<file path="config.mk">
export PLATFORM = sky130hd
export DESIGN_NAME = ps2_key_decoder
export DESIGN_NICKNAME = d
export VERILOG_FILES = /design/src/rtl/ps2_key_decoder_pkg.sv /design/src/rtl/ps2_key_decoder_ascii_lut.sv /design/src/rtl/ps2_key_decoder.sv
export SDC_FILE = /design/constraint.sdc
export NUM_CORES = 1
export LEC_CHECK = 0
export CAP_MARGIN = 20
export CORE_MARGIN = 5
export CORE_UTILIZATION = 30
export DETAILED_ROUTE_END_ITERATION = 16
export PLACE_DENSITY_LB_ADDON = 0.12
export SLEW_MARGIN = 20
export SYNTH_ARGS = -nofsm -noshare
export SYNTH_HDL_FRONTEND = slang
export SYNTH_SLANG_ARGS = --single-unit
</file>
<file path="constraint.sdc">
create_clock -name clk -period 7.2 [get_ports clk]
set_input_delay 1.44 -clock clk [delete_from_list [all_inputs] [get_ports clk]]
set_output_delay 1.44 -clock clk [all_outputs]
set_load 0.005 [all_outputs]
</file>
<file path="src/rtl/ps2_key_decoder_pkg.sv">
// ----------------------------------------------------------------------------
// ps2_key_decoder_pkg
// Shared definitions for the PS/2 key decoder: protocol byte values, the
// number of bytes swallowed after a Pause prefix, decoder FSM states and the
// FIFO entry layout {ext, scan, ascii}.
// ----------------------------------------------------------------------------
package ps2_key_decoder_pkg;

    localparam logic [7:0] BREAK_CODE = 8'hF0;
    localparam logic [7:0] EXT_CODE   = 8'hE0;
    localparam logic [7:0] PAUSE_CODE = 8'hE1;

    // Pause make is E1 14 77 E1 F0 F0 (bytes after the first E1 are dropped)
    localparam int PAUSE_SKIP = 5;

    localparam int ENTRY_W = 17;

    typedef enum logic [1:0] {
        ST_IDLE  = 2'd0,
        ST_EXT   = 2'd1,
        ST_PAUSE = 2'd2
    } state_e;

    typedef struct packed {
        logic       ext;
        logic [7:0] scan;
        logic [7:0] ascii;
    } entry_t;

endpackage

</file>
<file path="src/rtl/ps2_key_decoder_ascii_lut.sv">
// ----------------------------------------------------------------------------
// ps2_ascii_lut
// Combinational set-2 scan code to ASCII map. Unmapped codes give 8'h00.
// Ports:
//   ext_i   : code carried an E0 prefix
//   scan_i  : set-2 make code
//   ascii_o : ASCII character, 8'h00 if unmapped
// ----------------------------------------------------------------------------
module ps2_ascii_lut (
    input  logic       ext_i,
    input  logic [7:0] scan_i,
    output logic [7:0] ascii_o
);
    always_comb begin
        ascii_o = 8'h00;
        if (ext_i) begin
            case (scan_i)
                8'h5A:   ascii_o = 8'h0D;   // keypad Enter
                8'h4A:   ascii_o = 8'h2F;   // keypad '/'
                default: ascii_o = 8'h00;
            endcase
        end else begin
            case (scan_i)
                8'h1C: ascii_o = 8'h61;  8'h32: ascii_o = 8'h62;
                8'h21: ascii_o = 8'h63;  8'h23: ascii_o = 8'h64;
                8'h24: ascii_o = 8'h65;  8'h2B: ascii_o = 8'h66;
                8'h34: ascii_o = 8'h67;  8'h33: ascii_o = 8'h68;
                8'h43: ascii_o = 8'h69;  8'h3B: ascii_o = 8'h6A;
                8'h42: ascii_o = 8'h6B;  8'h4B: ascii_o = 8'h6C;
                8'h3A: ascii_o = 8'h6D;  8'h31: ascii_o = 8'h6E;
                8'h44: ascii_o = 8'h6F;  8'h4D: ascii_o = 8'h70;
                8'h15: ascii_o = 8'h71;  8'h2D: ascii_o = 8'h72;
                8'h1B: ascii_o = 8'h73;  8'h2C: ascii_o = 8'h74;
                8'h3C: ascii_o = 8'h75;  8'h2A: ascii_o = 8'h76;
                8'h1D: ascii_o = 8'h77;  8'h22: ascii_o = 8'h78;
                8'h35: ascii_o = 8'h79;  8'h1A: ascii_o = 8'h7A;
                8'h45: ascii_o = 8'h30;  8'h16: ascii_o = 8'h31;
                8'h1E: ascii_o = 8'h32;  8'h26: ascii_o = 8'h33;
                8'h25: ascii_o = 8'h34;  8'h2E: ascii_o = 8'h35;
                8'h36: ascii_o = 8'h36;  8'h3D: ascii_o = 8'h37;
                8'h3E: ascii_o = 8'h38;  8'h46: ascii_o = 8'h39;
                8'h29: ascii_o = 8'h20;  8'h5A: ascii_o = 8'h0D;
                8'h66: ascii_o = 8'h08;  8'h76: ascii_o = 8'h1B;
                8'h0D: ascii_o = 8'h09;
                default: ascii_o = 8'h00;
            endcase
        end
    end
endmodule

</file>
<file path="src/rtl/ps2_key_decoder.sv">
// ----------------------------------------------------------------------------
// ps2_key_decoder
// Folds E0/E1/F0 prefixes from the PS/2 byte stream into key events, drops
// typematic repeats, attaches ASCII and queues events in a FWFT FIFO.
// Ports:
//   clk, reset (async, active low)
//   scan_code/scan_code_ready : byte strobe from the PS/2 receiver
//   rd_en                     : pop head entry (ignored when empty)
//   clr_overflow              : clear the sticky overflow flag
//   key_valid/key_ext/key_scan/key_ascii : FIFO head event
//   fifo_count                : entries held, 0..DEPTH
//   overflow                  : sticky, an event was lost to a full FIFO
// ----------------------------------------------------------------------------
module ps2_key_decoder
    import ps2_key_decoder_pkg::*;
#(
    parameter int DEPTH       = 8,
    parameter bit DROP_REPEAT = 1'b1
) (
    input  logic                     clk,
    input  logic                     reset,
    input  logic [7:0]               scan_code,
    input  logic                     scan_code_ready,
    input  logic                     rd_en,
    input  logic                     clr_overflow,
    output logic                     key_valid,
    output logic                     key_ext,
    output logic [7:0]               key_scan,
    output logic [7:0]               key_ascii,
    output logic [$clog2(DEPTH):0]   fifo_count,
    output logic                     overflow
);
    localparam int AW = $clog2(DEPTH);
    localparam int CW = AW + 1;
    localparam logic [CW-1:0] FULL_CNT = CW'(DEPTH);

    state_e      state_q, state_d;
    logic [2:0]  skip_q, skip_d;
    logic        last_vld_q, last_vld_d;
    logic [8:0]  last_key_q, last_key_d;

    logic        cand_vld, cand_ext, cand_pause, is_rep, push_req;
    logic [7:0]  cand_ascii;
    entry_t      wr_entry, head;

    logic [ENTRY_W-1:0] mem_q [DEPTH];
    logic [AW-1:0]      wr_ptr_q, rd_ptr_q;
    logic [CW-1:0]      count_q, count_d;
    logic               overflow_q;
    logic               full, do_push, do_pop, ovf_set;

    ps2_ascii_lut u_lut (
        .ext_i   (cand_ext),
        .scan_i  (scan_code),
        .ascii_o (cand_ascii)
    );

    always_comb begin
        state_d    = state_q;
        skip_d     = skip_q;
        last_vld_d = last_vld_q;
        last_key_d = last_key_q;
        cand_vld   = 1'b0;
        cand_ext   = 1'b0;
        cand_pause = 1'b0;
        if (scan_code_ready) begin
            case (state_q)
                ST_IDLE, ST_EXT: begin
                    if (scan_code == EXT_CODE) begin
                        state_d = ST_EXT;
                    end else if (scan_code == PAUSE_CODE) begin
                        cand_vld   = 1'b1;
                        cand_pause = 1'b1;
                        skip_d     = 3'(PAUSE_SKIP);
                        state_d    = ST_PAUSE;
                    end else if (scan_code == BREAK_CODE) begin
                        // release seen: the next make of the same key is a new press
                        last_vld_d = 1'b0;
                        state_d    = ST_IDLE;
                    end else begin
                        cand_vld = 1'b1;
                        cand_ext = (state_q == ST_EXT);
                        state_d  = ST_IDLE;
                    end
                end
                ST_PAUSE: begin
                    skip_d = skip_q - 3'd1;
                    if (skip_q <= 3'd1) state_d = ST_IDLE;
                end
                default: state_d = ST_IDLE;
            endcase
        end

        is_rep   = DROP_REPEAT && !cand_pause && last_vld_q &&
                   (last_key_q == {cand_ext, scan_code});
        push_req = cand_vld && !is_rep;
        if (push_req) begin
            last_vld_d = 1'b1;
            last_key_d = {cand_ext, scan_code};
        end
    end

    assign wr_entry = '{ext: cand_ext, scan: scan_code, ascii: cand_ascii};

    // A pop in the same cycle frees a slot, so a push at full still lands.
    assign full    = (count_q == FULL_CNT);
    assign do_pop  = rd_en && (count_q != '0);
    assign do_push = push_req && (!full || do_pop);
    assign ovf_set = push_req && full && !do_pop;

    always_comb begin
        count_d = count_q;
        case ({do_push, do_pop})
            2'b10:   count_d = count_q + CW'(1);
            2'b01:   count_d = count_q - CW'(1);
            default: count_d = count_q;
        endcase
    end

    always_ff @(posedge clk or negedge reset) begin
        if (!reset) begin
            state_q    <= ST_IDLE;
            skip_q     <= '0;
            last_vld_q <= 1'b0;
            last_key_q <= '0;
            wr_ptr_q   <= '0;
            rd_ptr_q   <= '0;
            count_q    <= '0;
            overflow_q <= 1'b0;
        end else begin
            state_q    <= state_d;
            skip_q     <= skip_d;
            last_vld_q <= last_vld_d;
            last_key_q <= last_key_d;
            count_q    <= count_d;
            if (do_push) wr_ptr_q <= wr_ptr_q + AW'(1);
            if (do_pop)  rd_ptr_q <= rd_ptr_q + AW'(1);
            if (ovf_set)           overflow_q <= 1'b1;
            else if (clr_overflow) overflow_q <= 1'b0;
        end
    end

    // Storage needs no reset: head fields are masked while empty.
    always_ff @(posedge clk) begin
        if (do_push) mem_q[wr_ptr_q] <= wr_entry;
    end

    assign head       = mem_q[rd_ptr_q];
    assign key_valid  = (count_q != '0);
    assign key_ext    = key_valid ? head.ext   : 1'b0;
    assign key_scan   = key_valid ? head.scan  : 8'h00;
    assign key_ascii  = key_valid ? head.ascii : 8'h00;
    assign fifo_count = count_q;
    assign overflow   = overflow_q;

endmodule
</file>
==> reports/qor.csv <==
metric;value;unit
yosysTopAreaCellShare;52.9;%
initial_core_util;30.1;%
cts-resized-gates;0;
cp-end-kind;flip-flop;
worst_pin_slew;1.01;ns
htreeDepth;4;
leakage;0.00301;µW
hpwl;10400;µm
avgSynthCellArea;14.7;µm²
yosysWarnings;0;
synthFlopType;edfxtp_1;
gp_congestion;0.804;
yosys-top-cells-count;edfxtp_1 (128), mux4_2 (33), nor2_1 (33);
maxCapViolCount;0;
root_buffer;clkbuf_16;
grt_pass1_wl;26100;µm
diodes;0;
finalNonFillerCells;869;
drc;0;
io_buffers;34;
synth.distinct_cells;64;
yosysTopAreaCell;edfxtp_1;
postCtsSetupBuffers;0;
slew_headroom;31.9;%
detail_route.wl_per_cell;18.9;µm
tritoncts;yes;
synthCells;494;
clock_sinks;154;
cp_max_fo;19;
holdBufCountCts;0;
ys_seq_area_share;61.9;%
drtAntennaViolNets;0;
power_density;358;nW/µm²
vias;4269;
drt_wl_total;16400;µm
yosysMostFrequentCell;edfxtp_1;
grt_pass1_vias;4454;
rows;57;
final_nets;559;
core;24100;µm²
setup_viol;0;
synth.area.top_cells;edfxtp_1 (53%), mux4_2 (10%), dfrtp_1 (9.0%), mux2i_1 (3.2%), ha_1 (2.2%);
period_minus_slack;5.13;ns
min_period_over_period;71.3;%
clock_skew;0.0128;ns
die_h;166;µm
critPathKind;input pin to flip-flop;
gr-total-overflow;0;
async_reset_ff_share;16.9;%
rsz0062_at_grt;no;
status;finished clean;
cts_max_path_buffers;2;
grt_use_total;12.8;%
startpoint_type;input pin;
first_pass_iters;4;
io_pins;36;
clk_pin_slew;0.07;ns
placed_cells;837;
antenna_found_initial;0;
ys_ff_latch;154;
grt_max_degree;35;
syn-cell-area;7260;µm²
synth_fp_nets;521;
fin_util;35.9;%
synth_edf_count;128;
worstPathRequired;7.49;ns
vdd.ir_drop.worst;0.182;mV
hold_viol_final;0;
holdPathStages;2;
cts_buffers;17;
drt_first_iter_violations;289;
dieWidth;166;µm
syn2layout_area_growth;19.2;%
timing.setup.tns;0;ns
drive_above_1_share;19.6;%
insertion_delay;0.42;ns
ff2ff_path_depth;13;
dieArea;27400;µm²
hold_path.class;flip-flop to flip-flop;
max_freq;195;MHz
via_per_inst;4.91;
drv_slew;0;
arrival;5.42;ns
==> area by class of cell <==
type	count	area [µm²]
multi-input combinational	289	2610
tap	324	405
sequential	154	4500
clock inverter	15	176
inverter	18	67.6
clock buffer	17	425
timing repair buffer	52	475
fill	2334	15400
==> kinds of logic after synthesis <==
logic type	count (synthesis)	synth area share, %
flip-flops	154	61.9
AND/OR/NAND/NOR	110	7.91
buffers and inverters	51	2.88
XOR/XNOR	14	1.69
AO/OA/AOI/OAI	85	8.23
adder cells (fa/ha/maj)	14	2.52
other	1	0.0516
multiplexers	65	14.8
==> through the flow <==
step           worst slack, ns  total power, µW  hold WS (ns)  area (µm²)
2_1_floorplan             1.87             1800         0.445        7260
3_3_place_gp              1.78             2230         0.469        8050
4_1_cts                   2.11             3170         0.490        8650
5_1_grt                   1.81             3290         0.503        8660
6_report                  2.07             3100         0.487        8660
3_5_place_dp              1.65             2250         0.472        8050
==> power by group <==
| group | switching, µW | total (µW) | internal, µW |
|---|---|---|---|
| combinational | 483 | 1010 | 526 |
| clock | 384 | 909 | 525 |
| sequential | 62.2 | 1180 | 1120 |
==> final timing paths <==
path                       slack, ns            end     startpoint
min reg2reg                     0.49     last_vld_q     last_vld_q
min                             0.49     last_vld_q     last_vld_q
max in group asynchronous       5.52    rd_ptr_q[0]          reset
max reg2reg                     4.13  fifo_count[3]  fifo_count[1]
min in group asynchronous       1.39       overflow          reset
max                             2.07  fifo_count[3]   scan_code[1]
==> flip-flops by register name (all words and copies together) (netlist names) <==
| name | cells |
|---|---|
| mem_q | 128 |
| last_key_q | 9 |
| fifo_count | 4 |
| rd_ptr_q | 3 |
| skip_q | 3 |
| wr_ptr_q | 3 |
| state_q | 2 |
| last_vld_q | 1 |
| overflow | 1 |
==> cells in the final DEF (no fill, tap or decap), types with 3 or more instances in the layout <==
| cell | synthesis | layout |
|---|---|---|
| edfxtp_1 | 128 | 128 |
| clkdlybuf4s50_1 | 0 | 34 |
| nor2_1 | 33 | 33 |
| mux4_2 | 33 | 33 |
| nand2_1 | 26 | 26 |
| dfrtp_1 | 26 | 25 |
| mux2i_1 | 23 | 23 |
| inv_1 | 18 | 18 |
| a21oi_1 | 18 | 18 |
| buf_4 | 2 | 18 |
| o21ai_0 | 17 | 17 |
| clkbuf_16 | 0 | 17 |
| xnor2_1 | 13 | 13 |
| ha_1 | 13 | 13 |
| a31oi_1 | 8 | 8 |
| nand2b_1 | 7 | 7 |
| mux2_1 | 7 | 7 |
| nand3_1 | 6 | 6 |
| o21a_1 | 6 | 6 |
| inv_6 | 0 | 6 |
| nor3_1 | 6 | 4 |
| o22ai_1 | 4 | 4 |
| nor4_2 | 0 | 4 |
| nor2b_1 | 3 | 3 |
| or3_1 | 3 | 3 |
| nor3b_1 | 3 | 3 |
| a211o_1 | 3 | 3 |
| o31ai_1 | 3 | 3 |
| a211oi_1 | 4 | 3 |
| o221a_2 | 3 | 3 |
| a21o_1 | 3 | 3 |
| clkinv_4 | 0 | 3 |
| inv_8 | 0 | 3 |
==> worst max-delay path, cell delays in order <==
cell and delay [ns]:
clkdlybuf4s50_1 0.75, inv_1 0.31, ha_1 0.44, nand4b_4 0.18
or4_4 0.52, a2111oi_4 0.49, o21ai_2 0.13, inv_1 0.09
ha_1 0.23, a21o_1 0.19, a21oi_1 0.24, or4_1 0.17
o21a_1 0.12, o221ai_1 0.11
==> layer usage <==
layer,GRT usage [%],routed length (µm)
met5,0,0
met4,3.52,148
met3,2.80,525
met2,20.7,8040
met1,17.5,7680
Power figures use the tool's default switching activity.
